### config.mk
export PLATFORM = sky130hd
export DESIGN_NAME = uart_frame_parser
export DESIGN_NICKNAME = d
export VERILOG_FILES = /design/src/rtl/uart_frame_parser_pkg.sv /design/src/rtl/uart_frame_parser_frame_buffer.sv /design/src/rtl/uart_frame_parser.sv
export SDC_FILE = /design/constraint.sdc
export NUM_CORES = 1
export LEC_CHECK = 0
export BUFFER_PORTS_ARGS = -buffer_cell sky130_fd_sc_hd__buf_2
export CAP_MARGIN = 20
export CORE_MARGIN = 1
export CORE_UTILIZATION = 40
export CTS_CLUSTER_DIAMETER = 100
export DETAILED_ROUTE_END_ITERATION = 10
export PLACE_DENSITY_LB_ADDON = 0.08
export SETUP_SLACK_MARGIN = 0.3
export SYNTH_ARGS = -nofsm -noshare
export SYNTH_HDL_FRONTEND = slang
export SYNTH_SLANG_ARGS = --single-unit
### constraint.sdc
create_clock -name clk -period 3.1 [get_ports clk]
set_input_delay 0.62 -clock clk [delete_from_list [all_inputs] [get_ports clk]]
set_output_delay 0.62 -clock clk [all_outputs]
set_load 0.005 [all_outputs]
### src/rtl/uart_frame_parser_pkg.sv
// Shared types for the UART frame parser: byte/word aliases, parser state
// encoding, the default sync marker and a buffer pointer-width helper.
package uart_frame_parser_pkg;

  typedef logic [7:0]  u8;
  typedef logic [15:0] u16;
  typedef logic [31:0] u32;

  // Parser state encoding
  typedef logic [2:0] state_t;
  localparam state_t ST_HUNT    = 3'd0;
  localparam state_t ST_CMD     = 3'd1;
  localparam state_t ST_LEN     = 3'd2;
  localparam state_t ST_PAYLOAD = 3'd3;
  localparam state_t ST_CSUM    = 3'd4;
  localparam state_t ST_DELIVER = 3'd5;

  localparam u8 DEFAULT_SYNC_BYTE = 8'hA5;

  // Address width for a buffer of the given depth (at least one bit)
  function automatic int unsigned ptr_width(input int unsigned depth);
    return (depth > 1) ? $clog2(depth) : 1;
  endfunction

endpackage

### src/rtl/uart_frame_parser_frame_buffer.sv
// Payload store for one frame: DEPTH x 8 registers, synchronous write,
// asynchronous read.
// Ports: clk, we/wr_addr/wr_data (write side), rd_addr/rd_data_c (read side).
module uart_frame_parser_frame_buffer
  import uart_frame_parser_pkg::*;
#(
  parameter int unsigned DEPTH = 32,
  parameter int unsigned AW    = ptr_width(DEPTH)
) (
  input  logic          clk,
  input  logic          we,
  input  logic [AW-1:0] wr_addr,
  input  u8             wr_data,
  input  logic [AW-1:0] rd_addr,
  output u8             rd_data_c
);

  u8 mem [DEPTH];

  // Write port
  always_ff @(posedge clk) begin
    if (we) mem[wr_addr] <= wr_data;
  end

  // Combinational read port
  assign rd_data_c = mem[rd_addr];

endmodule

### src/rtl/uart_frame_parser.sv
// Framed command parser on the read side of the UART receive FIFO.
// Hunts for SYNC_BYTE, parses cmd/len/payload/XOR checksum, buffers the
// payload and releases it as a valid/ready byte stream once the checksum
// matches. Bad length, bad checksum and inter-byte stalls drop the frame and
// raise a one-cycle error pulse.
// Ports: clk, rst_n; in_empty/in_rd_en/in_data (FIFO read side);
//        out_valid/out_ready/out_data/out_last/out_cmd/out_len (payload stream);
//        csum_err/len_err/timeout_err (error pulses).
module uart_frame_parser
  import uart_frame_parser_pkg::*;
#(
  parameter int unsigned MAX_LEN   = 32,
  parameter u8           SYNC_BYTE = DEFAULT_SYNC_BYTE,
  parameter int unsigned TIMEOUT   = 100000
) (
  input  logic       clk,
  input  logic       rst_n,
  input  logic       in_empty,
  output logic       in_rd_en,
  input  logic [7:0] in_data,
  output logic       out_valid,
  input  logic       out_ready,
  output logic [7:0] out_data,
  output logic       out_last,
  output logic [7:0] out_cmd,
  output logic [7:0] out_len,
  output logic       csum_err,
  output logic       len_err,
  output logic       timeout_err
);

  localparam int unsigned AW = ptr_width(MAX_LEN);

  state_t state_q, state_d;
  u8      csum_q, csum_d;
  u8      wr_ptr_q, wr_ptr_d;
  u8      rd_ptr_q, rd_ptr_d;
  u32     tmo_cnt_q, tmo_cnt_d;
  logic   cap_q;
  logic   rd_en_d, valid_d, last_d;
  u8      data_d, cmd_d, len_d;
  logic   csum_err_d, len_err_d, timeout_err_d;
  logic   buf_we;
  logic   in_frame;
  logic [AW-1:0] rd_addr_c;
  u8      buf_rd_data_c;

  // Next beat address: first beat on entry to DELIVER, else the following one
  assign rd_addr_c = (state_q == ST_DELIVER) ? AW'(rd_ptr_q + 8'd1) : '0;

  assign in_frame = (state_q == ST_CMD) || (state_q == ST_LEN) ||
                    (state_q == ST_PAYLOAD) || (state_q == ST_CSUM);

  uart_frame_parser_frame_buffer #(.DEPTH(MAX_LEN), .AW(AW)) u_buf (
    .clk       (clk),
    .we        (buf_we),
    .wr_addr   (AW'(wr_ptr_q)),
    .wr_data   (in_data),
    .rd_addr   (rd_addr_c),
    .rd_data_c (buf_rd_data_c)
  );

  // State and output registers
  always_ff @(posedge clk or negedge rst_n) begin
    if (!rst_n) begin
      state_q     <= ST_HUNT;
      csum_q      <= '0;
      wr_ptr_q    <= '0;
      rd_ptr_q    <= '0;
      tmo_cnt_q   <= '0;
      cap_q       <= 1'b0;
      in_rd_en    <= 1'b0;
      out_valid   <= 1'b0;
      out_data    <= '0;
      out_last    <= 1'b0;
      out_cmd     <= '0;
      out_len     <= '0;
      csum_err    <= 1'b0;
      len_err     <= 1'b0;
      timeout_err <= 1'b0;
    end else begin
      state_q     <= state_d;
      csum_q      <= csum_d;
      wr_ptr_q    <= wr_ptr_d;
      rd_ptr_q    <= rd_ptr_d;
      tmo_cnt_q   <= tmo_cnt_d;
      cap_q       <= in_rd_en;
      in_rd_en    <= rd_en_d;
      out_valid   <= valid_d;
      out_data    <= data_d;
      out_last    <= last_d;
      out_cmd     <= cmd_d;
      out_len     <= len_d;
      csum_err    <= csum_err_d;
      len_err     <= len_err_d;
      timeout_err <= timeout_err_d;
    end
  end

  // Next-state and output logic; cap_q marks in_data as a freshly read byte
  always_comb begin
    state_d       = state_q;
    csum_d        = csum_q;
    wr_ptr_d      = wr_ptr_q;
    rd_ptr_d      = rd_ptr_q;
    tmo_cnt_d     = '0;
    cmd_d         = out_cmd;
    len_d         = out_len;
    valid_d       = out_valid;
    data_d        = out_data;
    last_d        = out_last;
    csum_err_d    = 1'b0;
    len_err_d     = 1'b0;
    timeout_err_d = 1'b0;
    buf_we        = 1'b0;

    if (in_frame) tmo_cnt_d = cap_q ? '0 : tmo_cnt_q + 32'd1;

    case (state_q)
      ST_HUNT: begin
        if (cap_q && (in_data == SYNC_BYTE)) begin
          state_d = ST_CMD;
          csum_d  = '0;
        end
      end
      ST_CMD: begin
        if (cap_q) begin
          cmd_d   = in_data;
          csum_d  = csum_q ^ in_data;
          state_d = ST_LEN;
        end
      end
      ST_LEN: begin
        if (cap_q) begin
          csum_d = csum_q ^ in_data;
          len_d  = in_data;
          if (32'(in_data) > MAX_LEN) begin
            len_err_d = 1'b1;
            state_d   = ST_HUNT;
          end else if (in_data == 8'd0) begin
            state_d = ST_CSUM;
          end else begin
            wr_ptr_d = '0;
            state_d  = ST_PAYLOAD;
          end
        end
      end
      ST_PAYLOAD: begin
        if (cap_q) begin
          buf_we   = 1'b1;
          csum_d   = csum_q ^ in_data;
          wr_ptr_d = wr_ptr_q + 8'd1;
          if (wr_ptr_q == out_len - 8'd1) state_d = ST_CSUM;
        end
      end
      ST_CSUM: begin
        if (cap_q) begin
          if (in_data == csum_q) begin
            state_d  = ST_DELIVER;
            rd_ptr_d = '0;
            valid_d  = 1'b1;
            // Empty frames present a single zero beat
            data_d   = (out_len == 8'd0) ? 8'd0 : buf_rd_data_c;
            last_d   = (out_len <= 8'd1);
          end else begin
            csum_err_d = 1'b1;
            state_d    = ST_HUNT;
          end
        end
      end
      ST_DELIVER: begin
        if (out_valid && out_ready) begin
          if (out_last) begin
            state_d = ST_HUNT;
            valid_d = 1'b0;
            data_d  = '0;
            last_d  = 1'b0;
          end else begin
            rd_ptr_d = rd_ptr_q + 8'd1;
            data_d   = buf_rd_data_c;
            last_d   = (rd_ptr_q + 8'd1 == out_len - 8'd1);
          end
        end
      end
      default: state_d = ST_HUNT;
    endcase

    // Inter-byte stall abort; only fires without a capture, so never
    // coincides with a length or checksum error
    if (in_frame && !cap_q && (tmo_cnt_q + 32'd1 == TIMEOUT)) begin
      timeout_err_d = 1'b1;
      tmo_cnt_d     = '0;
      state_d       = ST_HUNT;
    end

    // One read in flight at most; the FIFO buffers input during delivery
    rd_en_d = !in_empty && !in_rd_en && (state_d != ST_DELIVER);
  end

endmodule
# ---- Word-level counts from Yosys, hierarchy flattened
# Memory sizes are Yosys's and may differ from the RTL's.
# Index checks and enable logic that the tools add are counted.
dict set report classes {
  add_sub_neg 4
  bitwise 1
  eq_ne 22
  magnitude_cmp 2
  n_reduce_logical 26
  n_mux 57
}
# operator count
set ops {}
lappend ops {{$mux 8} 15}
lappend ops {{$mux 32} 3}
lappend ops {{$pmux 8 s2} 4}
lappend ops {{$mux 3} 12}
lappend ops {{$add 32x1->32 const B} 1}
lappend ops {{$eq 32x17->1 const B} 1}
lappend ops {{$eq 8x8->1} 3}
lappend ops {{$mux 1} 19}
lappend ops {{$pmux 3 s6} 1}
lappend ops {{$add 8x1->8 const B} 2}
lappend ops {{$logic_not 8->1} 2}
lappend ops {{$ne 2x2->1 const B} 8}
lappend ops {{$reduce_and 5->1} 3}
lappend ops {{$eq 8x8->1 const B} 1}
lappend ops {{$gt 8x6->1 const B} 1}
lappend ops {{$le 8x1->1 const B} 1}
lappend ops {{$sub 8x1->8 const B} 1}
lappend ops {{$xor 8x8->8} 1}
lappend ops {{$eq 3x2->1 const B} 2}
lappend ops {{$eq 3x3->1 const B} 2}
lappend ops {{$logic_and 1x1->1} 6}
lappend ops {{$ne 2x1->1 const B} 3}
lappend ops {{$reduce_bool 2->1} 3}
lappend ops {{$mux 5} 1}
lappend ops {{10 further kinds} 16}
dict set report totals {
  mem_count 1
  word_cells 128
  reg_bits 90
  ram_bits 256
}
# name depth width rd rd_ports_with_merged_regs write_ports line_no
set memory_table {}
lappend memory_table {u_buf.mem 32 8 1 0 1 uart_frame_parser_frame_buffer.sv:18} ;# u8 mem [DEPTH];

# ---- Logic depth before layout (Yosys ltp)
# Gate-level depths: netlist (run 1).
dict set report logic_depth {
  ltp_word 9
  depth_mapped 11
}

# ---- Modules after synthesis
# From an unflattened synthesis (run 1), not the netlist that was laid out.
dict set report hier_totals {
  cells_unflattened 971
  area_unflattened_um2 15185.8
}
# module area_per_inst_um2 cells_each instances
set modules_own_cells {}
lappend modules_own_cells {uart_frame_parser_frame_buffer 9893.2 409 1}
lappend modules_own_cells {uart_frame_parser 5292.6 562 1}

# ---- Least setup slack after synthesis (run 1)
# OpenSTA, ideal clock, no wires.
dict set report synth_path {
  kind {register to register}
  start {register out_len[0]}
  end {register state_q[0]}
  arrival_time_ps 2356
  stages_incl_launch_ff 10
  n_path_buf 0
  setup_slack_ps 619
  setup_time_ps 125
  required_time_ps 2975
  cell_sequence {dfrtp_1 -> inv_1 -> ha_1 -> nor3b_1 -> nor3b_1 -> xnor3_1 -> nand4_1 -> or3b_2 -> a311oi_1 -> nor2_1}
}
dict set report synth_via {
  elab_chain_cells 6
}
# item line_no
set synth_lines {}
lappend synth_lines {{start: declaration} uart_frame_parser.sv:26} ;# output logic [7:0] out_len,
lappend synth_lines {{start signal: assignment} uart_frame_parser.sv:93} ;# out_len <= len_d;
lappend synth_lines {{$sub 8x1->8} uart_frame_parser.sv:153} ;# if (wr_ptr_q == out_len - 8'd1) state_d = ST_CSUM;
lappend synth_lines {{$eq 8x8->1} uart_frame_parser.sv:153}
lappend synth_lines {{$mux 3} uart_frame_parser.sv:153}
lappend synth_lines {{$mux 3} uart_frame_parser.sv:149} ;# if (cap_q) begin
lappend synth_lines {{$pmux 3 s6} uart_frame_parser.sv:119} ;# case (state_q)
lappend synth_lines {{$mux 3} uart_frame_parser.sv:190} ;# if (in_frame && !cap_q && (tmo_cnt_q + 32'd1 == TIMEOUT)) begin
lappend synth_lines {{named net state_d[0]} uart_frame_parser.sv:34} ;# state_t state_q, state_d;
lappend synth_lines {{end signal: assignment} uart_frame_parser.sv:82} ;# state_q <= state_d;
lappend synth_lines {{end: declaration} uart_frame_parser.sv:34}
# The timed path passes the listed nets, and every way through them passes these cells.
# A chain may end at the register's enable or synchronous reset.

# ---- Worst setup path in the final report (run 1)
dict set report layout_path {
  start {register rd_ptr_q[0]}
  end {register out_data[4]}
}
dict set report layout_via {
  elab_chain_cells 7
  word_cells_on_any_way 9
  cone_classes {add/sub: 1; mux: 7; memory: 1}
}
# item line_no
set layout_lines {}
lappend layout_lines {{start: declaration} uart_frame_parser.sv:37} ;# u8 rd_ptr_q, rd_ptr_d;
lappend layout_lines {{start signal: assignment} uart_frame_parser.sv:85} ;# rd_ptr_q <= rd_ptr_d;
lappend layout_lines {{$add 8x1->8 (*)} n/a}
lappend layout_lines {{$mux 5 (*)} uart_frame_parser.sv:49} ;# assign rd_addr_c = (state_q == ST_DELIVER) ? AW'(rd_ptr_q + 8'd1) : '0;
lappend layout_lines {{$mem_v2 32x8 (*)} n/a}
lappend layout_lines {{$mux 8} uart_frame_parser.sv:163} ;# data_d = (out_len == 8'd0) ? 8'd0 : buf_rd_data_c;
lappend layout_lines {{$mux 8} uart_frame_parser.sv:158} ;# if (in_data == csum_q) begin
lappend layout_lines {{$mux 8} uart_frame_parser.sv:157} ;# if (cap_q) begin
lappend layout_lines {{$pmux 8 s2 (*)} uart_frame_parser.sv:119}
lappend layout_lines {{end signal: assignment} uart_frame_parser.sv:90} ;# out_data <= data_d;
lappend layout_lines {{end: declaration} uart_frame_parser.sv:23} ;# output logic [7:0] out_data,
# Every way passes the cells marked *; elsewhere a longest branch is shown, timed or not. The select of a mux whose other input is x is not followed.

==> flow_summary.json, run 1 <==
{
  "outcome": "complete, no violations",
  "worst_setup_path_end_kind": "flop",
  "postSynthNetCount": 1313,
  "number_of_buffers_inserted_during_clock_tree_synthesis": 40,
  "clk-insertion-delay-late_ns": 0.56,
  "synth_enable_flop_cells": 256,
  "final.min_clock_period_ns": 2.80,
  "ant_nets": 0,
  "floorplan.initialDensity_pct": 40.6,
  "detailroute.via_count": 10811,
  "totalWireLength_um": 45300,
  "die_y_um": 200,
  "ys_top_cells_by_area": "edfxtp_1 (49%), dfrtp_1 (14%), nand2_1 (3.9%), nor2_1 (2.7%), mux2i_1 (2.3%)",
  "n_fill_cell": 3542,
  "synth-main-ff-cell": "edfxtp_1",
  "slowest_stage": "dfrtp_4",
  "wl_per_cell_um": 23.3,
  "final_layout_size_suffix_gt1_share_pct": 19.7,
  "globalplace.congestion": 0.840,
  "cts_stage_hold_buffer_count": 0,
  "max_clock_freq_mhz": 357,
  "fp.dieW_um": 200,
  "clock_sink_count": 346,
  "first_global_vias": 10599,
  "synth-xor-area-share_pct": 4.54,
  "grt_first_pass_wirelength_um": 67900,
  "ys_ff_latch": 346,
  "cts_max_path_buffers": 3,
  "cts_tree": "built",
  "final_max_slew_viol_count": 0,
  "setup_viol": 0,
  "rows": 72,
  "routed_via_density": 5.55,
  "grt_remaining_overflow": 0,
  "max-vdd-ir-drop_mv": 0.357,
  "cts-htree-levels": 2,
  "path_class": "reg -> reg",
  "synthToLayoutAreaGrowth_pct": 17.8,
  "dp_hpwl_um": 29200,
  "cp_max_fo": 12,
  "synthesis_warning_total": 0,
  "tightestPinTransition_ns": 0.972,
  "fin_worst_hold_slack_ns": 0.148,
  "remaining_max_slew_budget_at_the_tightest_pin_pct": 34.7,
  "rsz0062_at_grt": "true",
  "finalHoldViolCount": 0,
  "drt_pre_antenna_iters": 5,
  "ys_async_rst_share_pct": 26.0,
  "synth.distinct_cells": 78,
  "maximum_number_of_pins_on_one_net_before_global_route_repair": 96,
  "path_cells": "ha_2 -> xnor2_2 -> nor2_1 -> buf_12 -> mux4_2 -> a21oi_1 -> a21boi_1 -> buf_4 -> or3_1 -> o21ai_0",
  "setup_tns_ns": 0,
  "hp-class": "in -> async",
  "total_of_max_cap_violations": 0,
  "final_nets": 1420,
  "ctsRootBufferMaster": "clkbuf_16",
  "finish.utilization_pct": 47.8,
  "drt-initial-drc-count": 959,
  "final.period_utilization_pct": 90.3,
  "clkTransAtPathRegs_ns": 0.06,
  "p_per_area_mw_per_mm2": 536,
  "main_combinational_cell_family_by_area_after_synthesis": "simple AND/OR/NAND/NOR gates",
  "critical_path_required_ns": 3.54,
  "fp.dieArea_mm2": 0.0401,
  "antenna_violations_before_repair": 1,
  "timing.critical_path.from_type": "flop",
  "data_arrival_at_the_endpoint_of_the_critical_path_ns": 3.24,
  "yosys.area.top_type": "edfxtp_1",
  "synth_adder_area_share_pct": 0.796,
  "grt.total_usage_pct": 22.5,
  "netlist_instances": 1291,
  "post_synth.cell_area_avg_um2": 12.2,
  "synth_top_area_share_pct": 48.9,
  "leakagePower_nw": 6.59,
  "cp_slowest_stage_delay_ns": 0.53,
  "yosys-mux-area-fraction_pct": 4.94,
  "synth_compound_area_share_pct": 8.81,
  "cp_num_buf_inv": 2,
  "portBuffers": 41,
  "ios": 42,
  "drt_drc_violations_left": 0,
  "yosysSeqAreaShare_pct": 63.2,
  "post_syn_area_mm2": 0.0157,
  "core_area_mm2": 0.0387,
  "critical_path.top_delay_family": "flip-flops",
  "num_antenna_cells": 0,
  "post_synth_and_or_nand_nor_area_fraction_pct": 14.8,
  "finClkSkew_ns": 0.0222
}
area by class of cell:
cell class                      instances  area [um^2]  share of cell area, %
Tap cell                              518          648                   3.50
Clock inverter                         25          230                   1.24
Inverter                               11         41.3                  0.223
Sequential cell                       346         9950                   53.7
Timing Repair Buffer                  147         1160                   6.25
Multi-Input combinational cell        852         5430                   29.3
Clock buffer                           49         1080                   5.81
synthesized netlist by cell type (7+ instances only):
cell and instances:
nor4_1 9, a211oi_1 14, xnor2_1 41, nand4_1 18
inv_1 11, nor3_2 7, buf_2 13, and2_1 8
buf_1 10, dfrtp_1 90, o21ai_0 71, ha_1 10
mux2i_1 36, and3_1 13, o22ai_1 18, nand3_1 59
xor2_1 31, mux4_2 8, clkbuf_1 46, edfxtp_1 256
nor2b_1 7, nand2_1 162, a31oi_1 10, nor3_1 22
mux2_2 21, nor2_1 114, and4_1 9, a21oi_1 54
through the flow:
| step | cell area, um^2 | total power, mW | std cells | worst slack [ns] |
|---|---|---|---|---|
| after floorplan | 15700 | 5.16 | 1291 | 0.619 |
| after global placement | 17000 | 5.32 | 1870 | 0.144 |
| after detailed placement | 17000 | 5.32 | 1870 | 0.117 |
| after CTS | 18400 | 10.1 | 1947 | 0.281 |
| after global routing | 18500 | 10.2 | 1948 | 0.162 |
| final | 18500 | 9.94 | 1948 | 0.299 |
placed cells by master, fill, tap and decap left out, drive strengths merged, types with 18 or more instances in the layout:
| cell | instances |
|---|---|
| a21oi | 54 |
| mux2 | 21 |
| clkbuf | 50 |
| clkinv | 19 |
| nand3 | 61 |
| nor3 | 29 |
| dfrtp | 90 |
| nand4 | 18 |
| xnor2 | 41 |
| buf | 144 |
| nand2 | 162 |
| o22ai | 18 |
| xor2 | 32 |
| mux2i | 36 |
| o21ai | 71 |
| nor2 | 115 |
| edfxtp | 256 |
per-layer routing:
metal	share of wire (%)	global-route usage, %	up-vias
li1	-	-	4979
met1	48	33.4	5446
met2	44	34.0	328
met3	5.8	4.07	58
met4	1.9	5.53	0
met5	0	0	-
worst paths after layout:
path / startpoint / to / slack (ns) / depth (start not counted)
setup reg to reg: rd_ptr_q[0]$_DFFE_PN0P_ / out_data[4]$_DFFE_PN0P_ / 0.30 / 10
setup / recovery: rd_ptr_q[0]$_DFFE_PN0P_ / out_data[4]$_DFFE_PN0P_ / 0.30 / 10
max in group asynchronous: rst_n / out_data[2]$_DFFE_PN0P_ / 2.22 / 2
hold reg to reg: in_rd_en$_DFF_PN0_ / cap_q$_DFF_PN0_ / 0.46 / 0
hold / removal: rst_n / tmo_cnt_q[7]$_DFF_PN0_ / 0.15 / 1
min in group clk: in_empty / in_rd_en$_DFF_PN0_ / 0.22 / 2
state kept, by name, indices dropped and copies added (netlist names), 8 cells and up:
| signal | cells |
|---|---|
| out_data | 8 |
| out_len | 8 |
| u_buf.mem | 256 |
| rd_ptr_q | 8 |
| tmo_cnt_q | 32 |
| out_cmd | 8 |
| csum_q | 8 |
| wr_ptr_q | 8 |
power by group:
part / leakage (nW) / total, mW / internal [mW] / switching [mW]
registers: 3.50 / 5.01 / 5.00 / 0.0163
logic: 2.46 / 0.208 / 0.0559 / 0.152
clock network: 0.639 / 4.72 / 2.81 / 1.91
total: 6.59 / 9.94 / 7.86 / 2.08
kinds of logic (layout without fill, tap and decap cells):
logic type | Yosys count | after routing
AOI/OAI and AO/OA | 223 | 223
xor gates and xnor gates | 76 | 76
adders and majority gates | 10 | 10
buffers and inverters | 93 | 232
DFF | 346 | 346
muxes | 65 | 65
and+or+nand+nor | 478 | 478
what timing repair did:
item,in CTS,in global routing
buffers inserted,1,0
setup endpoints to repair,16,26
gates cloned,2,1
resized for setup,6,17
No activity file was read; power rests on OpenSTA's default activity.
==> run 2: changes to the inputs <==
- REMOVE_ABC_BUFFERS: default -> 1
==> run 2 against run 1 <==
  * Register-to-register slack better by 0.07 ns
  * Die area stayed put
  * Non-clock buffer count is 16 lower
  * Cell count is 1.0% lower
  * Highest routed layer unchanged
==> flow_summary.json, run 2 (same netlist as run 1, synthesis figures left out) <==
{
  "regMostFlops": "u_buf.mem",
  "final.period_utilization_pct": 88.1,
  "ant_nets": 0,
  "leakagePower_nw": 6.51,
  "cts_max_path_buffers": 3,
  "drt_drc_violations_left": 0,
  "post-place-ws_ns": 0.156,
  "drt-initial-drc-count": 806,
  "place_area_mm2": 0.0169,
  "clkTransAtPathRegs_ns": 0.07,
  "detailroute.via_count": 10736,
  "totalPowerFinal_mw": 9.81,
  "path_cells": "ha_4 -> xor2_4 -> buf_6 -> mux2_2 -> nand2_1 -> o21ai_0 -> mux4_2 -> a32oi_2 -> o31ai_1",
  "max-vdd-ir-drop_mv": 0.366,
  "final_layout_size_suffix_gt1_share_pct": 18.9,
  "ios": 42,
  "dp_hpwl_um": 28900,
  "grt.total_usage_pct": 22.4,
  "path_class": "reg -> reg",
  "num_antenna_cells": 0,
  "data_arrival_at_the_endpoint_of_the_critical_path_ns": 3.16,
  "floorplan.initialDensity_pct": 40.6,
  "setup_viol": 0,
  "hp-class": "in -> async",
  "cts_stage_hold_buffer_count": 0,
  "finish.utilization_pct": 47.4,
  "number_of_buffers_inserted_during_clock_tree_synthesis": 40,
  "p_per_area_mw_per_mm2": 534,
  "rows": 72,
  "globalplace.congestion": 0.815,
  "slowest_stage": "dfrtp_4",
  "wl_per_cell_um": 23.4,
  "final_max_slew_viol_count": 0,
  "remaining_max_slew_budget_at_the_tightest_pin_pct": 46.6,
  "timing.critical_path.from_type": "flop",
  "cp_slowest_stage_delay_ns": 0.54,
  "portBuffers": 41,
  "clock_sink_count": 346,
  "critical_path_required_ns": 3.53,
  "drt_pre_antenna_iters": 5,
  "antenna_violations_before_repair": 1,
  "clk-insertion-delay-late_ns": 0.57,
  "total_of_max_cap_violations": 0,
  "largest_reg_flops": 256,
  "max_clock_freq_mhz": 366,
  "final.min_clock_period_ns": 2.73,
  "n_fill_cell": 3567,
  "post-route-cell-area_mm2": 0.0184,
  "maximum_number_of_pins_on_one_net_before_global_route_repair": 96,
  "finClkSkew_ns": 0.0205,
  "final_common_cell": "edfxtp_1",
  "register_area_mm2": 0.00995,
  "die_y_um": 200,
  "worst_setup_path_end_kind": "flop",
  "first_global_vias": 10562,
  "grt_remaining_overflow": 0,
  "layout_top_registers": "u_buf.mem x256, tmo_cnt_q x32",
  "finalHoldViolCount": 0,
  "grt_first_pass_wirelength_um": 67200,
  "synthToLayoutAreaGrowth_pct": 16.8,
  "outcome": "complete, no violations",
  "setup_ws_ns": 0.370,
  "fp.dieArea_mm2": 0.0401,
  "cts_tree": "built",
  "ctsRootBufferMaster": "clkbuf_16",
  "cp_max_fo": 7,
  "leading_cell_types_in_the_layout_fill_and_taps_excluded": "edfxtp_1 (256), nand2_1 (161), nor2_1 (113), dfrtp_1 (87), buf_4 (80)",
  "totalWireLength_um": 45200,
  "tightestPinTransition_ns": 0.800,
  "fp.dieW_um": 200,
  "final_nets": 1404,
  "routed_via_density": 5.57,
  "cts-htree-levels": 2,
  "fin_worst_hold_slack_ns": 0.0553,
  "rsz0062_at_grt": "false",
  "multi_input_comb_area_mm2": 0.00545,
  "core_area_mm2": 0.0387
}
run 2: area by class of cell:
type / count / share of cell area (%)
clock inverters: 19 / 0.920
repair buffers: 131 / 5.53
inverters: 11 / 0.225
well taps: 518 / 3.53
flip-flops and latches: 346 / 54.1
multi-input cells: 852 / 29.7
clock buffers: 51 / 5.96
run 2: timing repair:
action | 4_1_cts | 5_1_grt
setup buffers | 2 | 3
setup endpoints to repair | 12 | 16
cloned | 0 | 1
hold endpoints to repair | 0 | 0
pin swaps | 0 | 1
gates resized for setup | 3 | 19
run 2: power breakdown:
part | total (mW) | internal, mW | switching [mW]
Clock | 4.60 | 2.68 | 1.92
Sequential | 5.01 | 5.00 | 0.0169
Combinational | 0.196 | 0.0515 | 0.145
Total | 9.81 | 7.73 | 2.08
run 2: metrics by stage:
stage	TNS, ns	cells
detailed placement	0	1852
global placement	0	1852
floorplan	-23.76	1209
CTS	0	1924
global route	0	1928
finish	0	1928
run 2: worst paths after layout:
kind,startpoint,end,slack (ns),depth (start not counted)
max reg2reg,rd_ptr_q[0]$_DFFE_PN0P_,out_data[7]$_DFFE_PN0P_,0.37,9
min reg2reg,in_rd_en$_DFF_PN0_,cap_q$_DFF_PN0_,0.47,0
max,rd_ptr_q[0]$_DFFE_PN0P_,out_data[7]$_DFFE_PN0P_,0.37,9
max in group asynchronous,rst_n,csum_q[0]$_DFFE_PN0P_,2.32,2
min in group clk,in_empty,in_rd_en$_DFF_PN0_,0.26,2
min,rst_n,tmo_cnt_q[15]$_DFF_PN0_,0.06,1
run 2: critical path: cells and delay by family, from the launching register on:
family                     cells  cell delay, ns
xor gates and xnor gates       1            0.27
adders and majority gates      1            0.23
muxes                          2            0.87
and+or+nand+nor                1            0.06
buffers and inverters          1            0.18
AOI/OAI and AO/OA              3            0.46
DFF                            1            0.54
run 2: metal layers:
layer	wire length, um	vias to the layer above	global-route usage, %
li1	-	4972	-
met1	20100	5400	31.2
met2	21200	300	35.4
met3	2920	64	4.26
met4	932	0	6.73
met5	0	-	0
